**src/rtl/elevator_pkg.sv**
```systemverilog
// Shared elevator constants, door/motion encodings and hall-call bit mapping.
package elevator_pkg;

  localparam int NUM_FLOORS = 7;
  localparam int HALL_W     = 14;
  localparam int CAR_W      = 9;
  localparam int CAR_OPEN   = 8;
  localparam int CAR_CLOSE  = 9;

  typedef enum logic { CLOSE = 1'b0, OPEN = 1'b1 } door_t;
  typedef enum logic { HOLD  = 1'b0, MOVE = 1'b1 } move_t;

  // Floor f owns hall bits [2f-1:2f-2]; the upper bit of the pair is the UP call.
  function automatic int hall_bit(input int floor, input logic up);
    return 2 * floor - 2 + int'(up);
  endfunction

endpackage

```
**src/rtl/elevator_call_panel_debounce.sv**
```systemverilog
// Single switch conditioner: 2-flop synchroniser, tick-sampled debouncer and rise pulse.
module call_debounce #(
  parameter int DEBOUNCE_SAMPLES = 8
) (
  input  logic clk,
  input  logic reset,
  input  logic tick,
  input  logic raw,
  output logic level,
  output logic rise
);

  logic       syncA;
  logic       syncB;
  logic       debLevel;
  logic       armed;
  logic [3:0] count;

  // NOTE: every register here is written with <= so all flops sample the same pre-edge values.
  always_ff @(posedge clk) begin
    if (reset) begin
      syncA    <= 1'b0;
      syncB    <= 1'b0;
      debLevel <= 1'b0;
      armed    <= 1'b0;
      count    <= '0;
      rise     <= 1'b0;
    end else begin
      syncA <= raw;
      syncB <= syncA;
      rise  <= 1'b0;
      if (tick) begin
        // A switch held through reset stays inert until it has been seen released.
        if (!syncB) armed <= 1'b1;
        if (syncB != debLevel) begin
          if (count == 4'(DEBOUNCE_SAMPLES - 1)) begin
            debLevel <= syncB;
            count    <= '0;
            rise     <= syncB & armed;
          end else begin
            count <= count + 4'd1;
          end
        end else begin
          count <= '0;
        end
      end
    end
  end

  assign level = debLevel & armed;

endmodule

```
**src/rtl/elevator_call_panel.sv**
```systemverilog
// Hall/car pushbutton front end: debounces switches, latches masked calls and
// retires them only when the controller's returned button state clears them.
module elevator_call_panel
  import elevator_pkg::*;
#(
  parameter int SAMPLE_DIV       = 100000,
  parameter int DEBOUNCE_SAMPLES = 8
) (
  input  logic              clk,
  input  logic              reset,
  input  logic [HALL_W-1:0] raw_hall,
  input  logic [CAR_W:1]    raw_car,
  input  logic [2:0]        cur_floor,
  input  logic              door_state,
  input  logic              move,
  input  logic              fb_valid,
  input  logic [HALL_W-1:0] fb_hall,
  input  logic [CAR_W:1]    fb_car,
  output logic [HALL_W-1:0] floor_button,
  output logic [CAR_W:1]    internal_button,
  output logic              press_pulse
);

  localparam int DIV_W = $clog2(SAMPLE_DIV);

  logic [DIV_W-1:0]      divCount;
  logic                  tick;
  logic [HALL_W-1:0]     hallLevel;
  logic [HALL_W-1:0]     hallRise;
  logic [CAR_W:1]        carLevel;
  logic [CAR_W:1]        carRise;
  logic [HALL_W-1:0]     hallPress;
  logic [NUM_FLOORS:1]   carPress;
  logic [HALL_W-1:0]     hallPending;
  logic [NUM_FLOORS:1]   carPending;
  logic                  atFloor;
  logic                  unusedBits;

  always_ff @(posedge clk) begin
    if (reset) begin
      divCount <= '0;
      tick     <= 1'b0;
    end else if (divCount == DIV_W'(SAMPLE_DIV - 1)) begin
      divCount <= '0;
      tick     <= 1'b1;
    end else begin
      divCount <= divCount + 1'b1;
      tick     <= 1'b0;
    end
  end

  for (genvar i = 0; i < HALL_W; i++) begin : g_hall
    call_debounce #(.DEBOUNCE_SAMPLES(DEBOUNCE_SAMPLES)) u_deb (
      .clk   (clk),
      .reset (reset),
      .tick  (tick),
      .raw   (raw_hall[i]),
      .level (hallLevel[i]),
      .rise  (hallRise[i])
    );
  end

  for (genvar i = 1; i <= CAR_W; i++) begin : g_car
    call_debounce #(.DEBOUNCE_SAMPLES(DEBOUNCE_SAMPLES)) u_deb (
      .clk   (clk),
      .reset (reset),
      .tick  (tick),
      .raw   (raw_car[i]),
      .level (carLevel[i]),
      .rise  (carRise[i])
    );
  end

  // Floor-match masks only apply while parked with the door open on a real floor.
  assign atFloor = (cur_floor != 3'd0) && (door_state == OPEN) && (move == HOLD);

  // NOTE: every output of this block gets a default first, so no path can infer a latch.
  always_comb begin
    hallPress = hallRise;
    carPress  = carRise[NUM_FLOORS:1];
    hallPress[hall_bit(1, 1'b0)]          = 1'b0;
    hallPress[hall_bit(NUM_FLOORS, 1'b1)] = 1'b0;
    for (int f = 1; f <= NUM_FLOORS; f++) begin
      if (atFloor && cur_floor == 3'(f)) begin
        hallPress[hall_bit(f, 1'b0)] = 1'b0;
        hallPress[hall_bit(f, 1'b1)] = 1'b0;
        carPress[f]                  = 1'b0;
      end
    end
  end

  // Feedback can only clear pending calls; a same-cycle press always survives.
  always_ff @(posedge clk) begin
    if (reset) begin
      hallPending <= '0;
      carPending  <= '0;
      press_pulse <= 1'b0;
    end else begin
      hallPending <= (hallPending & (fb_valid ? fb_hall : '1)) | hallPress;
      carPending  <= (carPending & (fb_valid ? fb_car[NUM_FLOORS:1] : '1)) | carPress;
      press_pulse <= (|hallPress) | (|carPress);
    end
  end

  assign floor_button    = hallPending;
  assign internal_button = {carLevel[CAR_CLOSE], carLevel[CAR_OPEN], carPending};

  assign unusedBits = &{1'b0, fb_car[CAR_CLOSE:CAR_OPEN], hallLevel,
                        carLevel[NUM_FLOORS:1], carRise[CAR_CLOSE:CAR_OPEN]};

endmodule

```
**config.mk**
```make
export PLATFORM = sky130hd
export DESIGN_NAME = elevator_call_panel
export DESIGN_NICKNAME = d
export VERILOG_FILES = /design/src/rtl/elevator_pkg.sv /design/src/rtl/elevator_call_panel_debounce.sv /design/src/rtl/elevator_call_panel.sv
export SDC_FILE = /design/constraint.sdc
export NUM_CORES = 1
export LEC_CHECK = 0
export ABC_AREA = 1
export BUFFER_PORTS_ARGS = -buffer_cell sky130_fd_sc_hd__buf_4
export CAP_MARGIN = 10
export CORE_MARGIN = 3
export CORE_UTILIZATION = 58
export CTS_CLUSTER_SIZE = 28
export DETAILED_ROUTE_END_ITERATION = 7
export GPL_ROUTABILITY_DRIVEN = 1
export PLACE_DENSITY = 0.83
export RECOVER_POWER = 50
export SETUP_SLACK_MARGIN = 0.4
export SLEW_MARGIN = 20
export SYNTH_ARGS = -nofsm -noshare
export SYNTH_HDL_FRONTEND = slang
export SYNTH_SLANG_ARGS = --single-unit
```
**constraint.sdc**
```tcl
create_clock -name clk -period 1.7 [get_ports clk]
set_input_delay 0.425 -clock clk [delete_from_list [all_inputs] [get_ports clk]]
set_output_delay 0.425 -clock clk [all_outputs]
set_load 0.01 [all_outputs]
```
==> summary.md, run 1 <==
| Metric | Value |
|---|---|
| Die area | 17300 um^2 |
| WP data arrival | 1.92 ns |
| Max cap viols | 0 |
| Iter 0 DRT Violations | 586 |
| Critical Path End Type | flop |
| I/O Pins | 78 |
| # clock sinks | 227 |
| Synth Warn # | 0 |
| CP max stage cell | dfxtp_1 |
| Class of the worst hold path | input port to flop |
| Startpoint types | flop |
| Tmin final | 1.52 ns |
| Inst Count DP | 1403 |
| Crit share post-route | 89.7% |
| Status | completed |
| Worst EP required | 2.10 ns |
| Largest net degree at the start of global routing | 157 |
| Max stage delay on crit path | 0.55 ns |
| Vias/cell | 5.41 |
| Number of distinct library cells after synthesis | 36 |
| Yosys top cell area share | 49.7% |
| Critical Path Stages | 6 |
| Final clock skew | 0.0106 ns |
| CTS max path bufs | 3 |
| Final Hold Viols | 0 |
| Drc violations | 0 |
| Synth Instances | 1151 |
| Slew Viols, Final | 0 |
| RSZ-0062 raised after global routing | yes |
| Die Span Y | 132 um |
| Clock transition at the registers of the reported paths | 0.06 ns |
| Port bufs | 73 |
| GPL Wtd Cong | 0.835 |
| Layout area overhead | 24.7% |
| Count of final setup violators | 0 |
| Final Non-Filler Cells | 1464 |
| Clock Latency Late Sink | 0.51 ns |
| Drt pass-1 iters | 5 |
| Top cells by area, synth | dfxtp_1 50%, nand2_1 7.6%, inv_1 5.8% |
| Worst Path Buf+Inv | 2 |
| Leakage | 4.46 nW |
| H-tree Lvls | 1 |
| #FFs+latches synth | 227 |
| Initial antenna violation count | 0 |
| Fin Setup TNS | 0 ns |
| First-pass GRT wire length | 32900 um |
| ANT nets after route | 0 |
| Share of cells above drive strength 1 | 21.2% |
| PwrDens | 939 nW/um^2 |
| F_max | 656 MHz |
| Register area share after synthesis | 49.7% |
| Site row count | 45 |
| Mapped Area | 9140 um^2 |
| Worst flop-to-flop path startpoint | tick |
| Most common cell after layout, fill and taps aside | dfxtp_1 |
| WL final | 21400 um |
| Cell family with most CP delay | flip-flops |
| Vias in the first global route | 7274 |
| Die width | 132 um |
| Syn_nets | 1227 |
| Core Region | 15300 um^2 |
| CP startpoint | tick |
| CTS tree | yes |
| CP Max Fanout | 23 |
| Syn Area/Cell | 7.94 um^2 |
| Slew margin rel. | 18.8% |
| Overflow after GRT | 0 |
| Fin nets | 1312 |
| Routed vias | 7925 |
| Initial Utilization | 59.7% |
| Largest area contributor in the netlist | dfxtp_1 |
| Reg2reg end | g_hall[11].u_deb.count[0] |
| CP endpoint | g_hall[11].u_deb.count[0] |
| Worst-Margin Slew | 1.22 ns |
| GRT Total Usage | 21.9% |
| R2R setup slack | 0.18 ns |
| Number of buffers created by CTS | 23 |
| Most frequent cells in the layout | 182 x dfxtp_1, 181 x nand2_1, 137 x inv_1 |
| Maximum vdd drop | 0.000935 V |
| Routed WL per cell | 14.6 um |
| Diode count | 0 |
| Clock root cell | clkbuf_16 |
| Length in cells of the worst reg-to-reg path | 6 |
| Crit path cell chain | buf_4 -> buf_12 -> nand2_1 -> nor2_2 -> nor2_1 -> a211oi_1 |
| Hpwl dp | 12100 um |
| Critical path type | flop to flop |
## cell families after synthesis
logic type | Yosys count | share of synthesized area [%]
AND/OR/NAND/NOR | 454 | 21.4
AO/OA/AOI/OAI | 211 | 13.2
flip-flops | 227 | 49.7
adder cells (fa/ha/maj) | 22 | 3.01
buffers and inverters | 190 | 8.20
XOR/XNOR | 47 | 4.50
## cell type report
class                           instances  area, um^2
Multi-Input combinational cell        735        4280
Clock inverter                          5        53.8
Sequential cell                       227        4610
Timing Repair Buffer                  105         963
Clock buffer                           37         688
Inverter                              144         543
Tap cell                              211         264
Fill cell                            1046        3910
## tightest hold or removal path, cell delays in order
cell and delay, ns:
buf_4 0.07, inv_1 0.03, nor2_1 0.06
## how the worst min path moves through the flow
stage / from / end / slack, ns / cells after the start
2_1_floorplan: g_car[1].u_deb.syncA / g_car[1].u_deb.syncB / 0.39 / 2
3_3_place_gp: g_hall[5].u_deb.syncA / g_hall[5].u_deb.syncB / 0.39 / 2
3_5_place_dp: g_car[7].u_deb.syncA / g_car[7].u_deb.syncB / 0.40 / 2
4_1_cts: raw_hall[7] / g_hall[7].u_deb.syncA / 0.11 / 3
5_1_grt: raw_car[3] / g_car[3].u_deb.syncA / 0.11 / 3
6_report: raw_car[3] / g_car[3].u_deb.syncA / 0.12 / 3
## registers in the layout (all words and copies together) (netlist names), 14 cells and up
name,flops
floor_button,14
g_hall.u_deb.count,48
g_car.u_deb.count,36
divCount,17
## report_power, final
| group | total, W | internal [W] | leakage, nW | switching [W] |
|---|---|---|---|---|
| logic | 0.000332 | 0.000136 | 2.24 | 0.000195 |
| clock network | 0.00497 | 0.00292 | 0.366 | 0.00205 |
| registers | 0.00541 | 0.00537 | 1.86 | 0.0000437 |
| total | 0.0107 | 0.00843 | 4.46 | 0.00228 |
## cell usage after synthesis
cell type,number
inv_2,2
or2_0,1
clkbuf_1,17
a31oi_1,1
o31ai_1,2
nor3_2,1
nor3b_1,1
buf_4,4
a21oi_1,81
nor2_1,137
dfxtp_1,227
and3_1,1
a22oi_1,3
nor2_4,2
nand3_1,54
nand3b_1,1
nor3_4,1
nand3_2,2
nand2_1,186
o211ai_1,4
buf_2,17
a211oi_1,50
inv_1,142
o21ai_0,69
ha_1,22
nand2_2,4
buf_1,8
nand4_1,4
o21ai_1,1
or2_2,1
nor3b_2,2
nor4_1,6
nor2_2,5
nor3_1,45
xor2_1,25
xnor2_1,22
## per-stage QoR
stage / area, um^2 / hold slack, ns / setup slack [ns] / total power [W] / util [%]
after detailed placement: 9910 / 0.396 / 0.0325 / 0.00583 / 64.7
final: 11400 / 0.117 / 0.176 / 0.0107 / 74.4
after CTS: 10900 / 0.111 / 0.207 / 0.0107 / 71.5
after global placement: 9910 / 0.389 / 0.101 / 0.00582 / 64.7
after global routing: 11400 / 0.113 / 0.0805 / 0.0110 / 74.4
after floorplan: 9160 / 0.388 / 0.416 / 0.00569 / -
## metal layers
layer  vias to the layer above  GRT usage (%)  wire length [um]
met2                       245           37.9             10700
met5                         -              0                 0
met3                        55           2.95              1080
met4                         0           6.59               646
li1                       3914              -                 -
met1                      3711           28.7              8980
## what timing repair did
| item | 4_1_cts | 5_1_grt |
|---|---|---|
| setup endpoints to repair | 98 | 133 |
| gates cloned | 1 | 2 |
| pin swaps | 8 | 9 |
| hold buffers | 0 | 0 |
| resized for setup | 77 | 100 |
| setup buffers | 5 | 11 |
Power figures use the tool's default switching activity.
==> run 2: changes to the inputs <==
MAX_ROUTING_LAYER = met4   (was default)
==> run 2 against run 1 <==
Compared with the run above: clock power about the same; routed wire length down 0.53%; critical path depth is 1 lower; utilization did not move; final area unchanged; first-iteration DRC count decreased by 11%; non-clock buffer count grew 1; register-to-register slack gained 0.02 ns; hold slack better by 0.00099 ns; sequential share of layout area did not move; setup slack improved by 0.020 ns; critical endpoint is now g_hall[6].u_deb.count[3]; largest power group unchanged.
==> summary.md, run 2 (synthesis gave the netlist of run 1 again) <==
| Metric | Value |
|---|---|
| Die Span Y | 132 um (unchanged) |
| Count of final setup violators | 0 (unchanged) |
| Overflow after GRT | 0 (unchanged) |
| Critical path type | flop to flop (unchanged) |
| Reg2reg end | g_hall[6].u_deb.count[3] (was g_hall[11].u_deb.count[0]) |
| Top flop regs | g_hall.u_deb.count x48, g_car.u_deb.count x36, divCount x17 (unchanged) |
| Maximum vdd drop | 0.000941 V (was 0.000935 V) |
| Share of cells above drive strength 1 | 21.6% (was 21.2%) |
| Class of the worst hold path | input port to flop (unchanged) |
| F_max | 665 MHz (was 656 MHz) |
| Routed vias | 7923 (was 7925) |
| Core Region | 15300 um^2 (unchanged) |
| CTS Hold Buffers Added | 0 (unchanged) |
| Number of buffers created by CTS | 23 (unchanged) |
| WP data arrival | 1.92 ns (about the same) |
| Top Layer Used | met4 (unchanged) |
| Status | completed (unchanged) |
| Drt pass-1 iters | 5 (unchanged) |
| Site row count | 45 (unchanged) |
| Clock Latency Late Sink | 0.50 ns (was 0.51 ns) |
| Clock transition at the registers of the reported paths | 0.07 ns (was 0.06 ns) |
| Final clock skew | 0.0104 ns (was 0.0106 ns) |
| Crit share post-route | 88.5% (was 89.7%) |
| CTS tree | yes (unchanged) |
| Diode count | 0 (unchanged) |
| Critical Path End Type | flop (unchanged) |
| Length in cells of the worst reg-to-reg path | 5 (was 6) |
| Fin nets | 1313 (was 1312) |
| Worst-Margin Slew | 1.21 ns (was 1.22 ns) |
| Hold Crit Endpoint | g_car[3].u_deb.syncA (unchanged) |
| Slew Viols, Final | 0 (unchanged) |
| Clock root cell | clkbuf_16 (unchanged) |
| GRT Total Usage | 22.6% (was 21.9%) |
| Drc violations | 0 (unchanged) |
| Max cap viols | 0 (unchanged) |
| Iter 0 DRT Violations | 519 (was 586) |
| First-pass GRT wire length | 32900 um (about the same) |
| Worst Hold Depth | 3 (unchanged) |
| Routed wl met2 | 10700 um (about the same) |
| Slew margin rel. | 19.5% (was 18.8%) |
| Reg with most FFs | g_hall.u_deb.count (unchanged) |
| Largest net degree at the start of global routing | 157 (unchanged) |
| R2R setup slack | 0.20 ns (was 0.18 ns) |
| Die area | 17300 um^2 (unchanged) |
| Die width | 132 um (unchanged) |
| Routed met1 length | 9050 um (was 8980 um) |
| Leakage | 4.47 nW (was 4.46 nW) |
| Initial antenna violation count | 0 (unchanged) |
| Layout area overhead | 24.7% (unchanged) |
| H-tree Lvls | 1 (unchanged) |
| Port bufs | 73 (unchanged) |
| RSZ-0062 raised after global routing | yes (unchanged) |
| ANT nets after route | 0 (unchanged) |
| Vias/cell | 5.41 (about the same) |
| Vias in the first global route | 7284 (was 7274) |
| Startpoint types | flop (unchanged) |
| GPL Wtd Cong | 0.848 (was 0.835) |
| Fin Setup TNS | 0 ns (unchanged) |
| Worst flop-to-flop path startpoint | tick (unchanged) |
| CP Max Fanout | 18 (was 23) |
| Post-place setup slack | 0.0325 ns (unchanged) |
| Routed WL per cell | 14.5 um (was 14.6 um) |
| Wire length on met3 | 963 um (was 1080 um) |
| Setup WS post-layout | 0.196 ns (was 0.176 ns) |
| Most common cell after layout, fill and taps aside | dfxtp_1 (unchanged) |
| PwrDens | 938 nW/um^2 (was 939 nW/um^2) |
| Worst EP required | 2.12 ns (was 2.10 ns) |
| Initial Utilization | 59.7% (unchanged) |
| Tmin final | 1.50 ns (was 1.52 ns) |
| Most frequent cells in the layout | 182 x dfxtp_1, 180 x nand2_1, 138 x inv_1 (was 182 x dfxtp_1, 181 x nand2_1, 137 x inv_1) |
| WL final | 21300 um (was 21400 um) |
| CTS max path bufs | 3 (unchanged) |
| Max FFs per register | 48 (unchanged) |
| # clock sinks | 227 (unchanged) |
| Hpwl dp | 12100 um (unchanged) |
| I/O Pins | 78 (unchanged) |
| Final Hold Viols | 0 (unchanged) |
| Hold wc startpoint | raw_car[3] (unchanged) |
[run 2: worst max path at each step]
stage / from / end / slack, ns / cells past startpoint
final: tick / g_hall[6].u_deb.count[3] / 0.20 / 5
after global routing: tick / g_hall[7].u_deb.count[3] / 0.11 / 5
after CTS: g_car[9].u_deb.debLevel / internal_button[9] / 0.21 / 3
after detailed placement: move / press_pulse / 0.03 / 9
after global placement: move / press_pulse / 0.10 / 9
after floorplan: move / press_pulse / 0.42 / 8
[run 2: where the power goes]
part / total (W) / internal [W] / switching, W
sequential: 0.00541 / 0.00537 / 0.0000433
combinational: 0.000331 / 0.000137 / 0.000194
clock: 0.00495 / 0.00292 / 0.00203
total: 0.0107 / 0.00842 / 0.00227
[run 2: what timing repair did]
item	CTS	global route
pin swaps	8	9
hold endpoints to repair	0	0
buffers inserted	5	12
endpoints found under the setup margin	98	132
gates resized for setup	77	100
gates cloned	1	2
[run 2: final cells by class]
type	count	area [um^2]
flip-flops and latches	227	4610
multi-input cells	735	4270
fillers	1039	3910
repair buffers	106	968
clock buffers	37	688
inverters	144	543
well taps	211	264
clock inverters	5	53.8
[run 2: worst max-delay path: stages (launching register included)]
cell and delay, ns:
dfxtp_1 0.38, inv_1 0.20, buf_6 0.25, clkbuf_2 0.34
nand2_1 0.08, a21oi_1 0.16
[run 2: metal layers]
| layer | global-route usage (%) | up-vias |
|---|---|---|
| li1 | - | 3920 |
| met1 | 28.7 | 3707 |
| met2 | 37.9 | 241 |
| met3 | 2.95 | 55 |
| met4 | 6.59 | 0 |
| met5 | - | - |
[run 2: stage by stage]
step                      utilization (%)  power, W  hold WS (ns)  instances  area, um^2
final                                74.4    0.0107         0.118       1465       11400
after global routing                 74.4    0.0110         0.113       1465       11400
after CTS                            71.5    0.0107         0.111       1451       10900
after detailed placement             64.7   0.00583         0.396       1403        9910
after global placement               64.7   0.00582         0.389       1403        9910
after floorplan                         -   0.00569         0.388       1151        9160
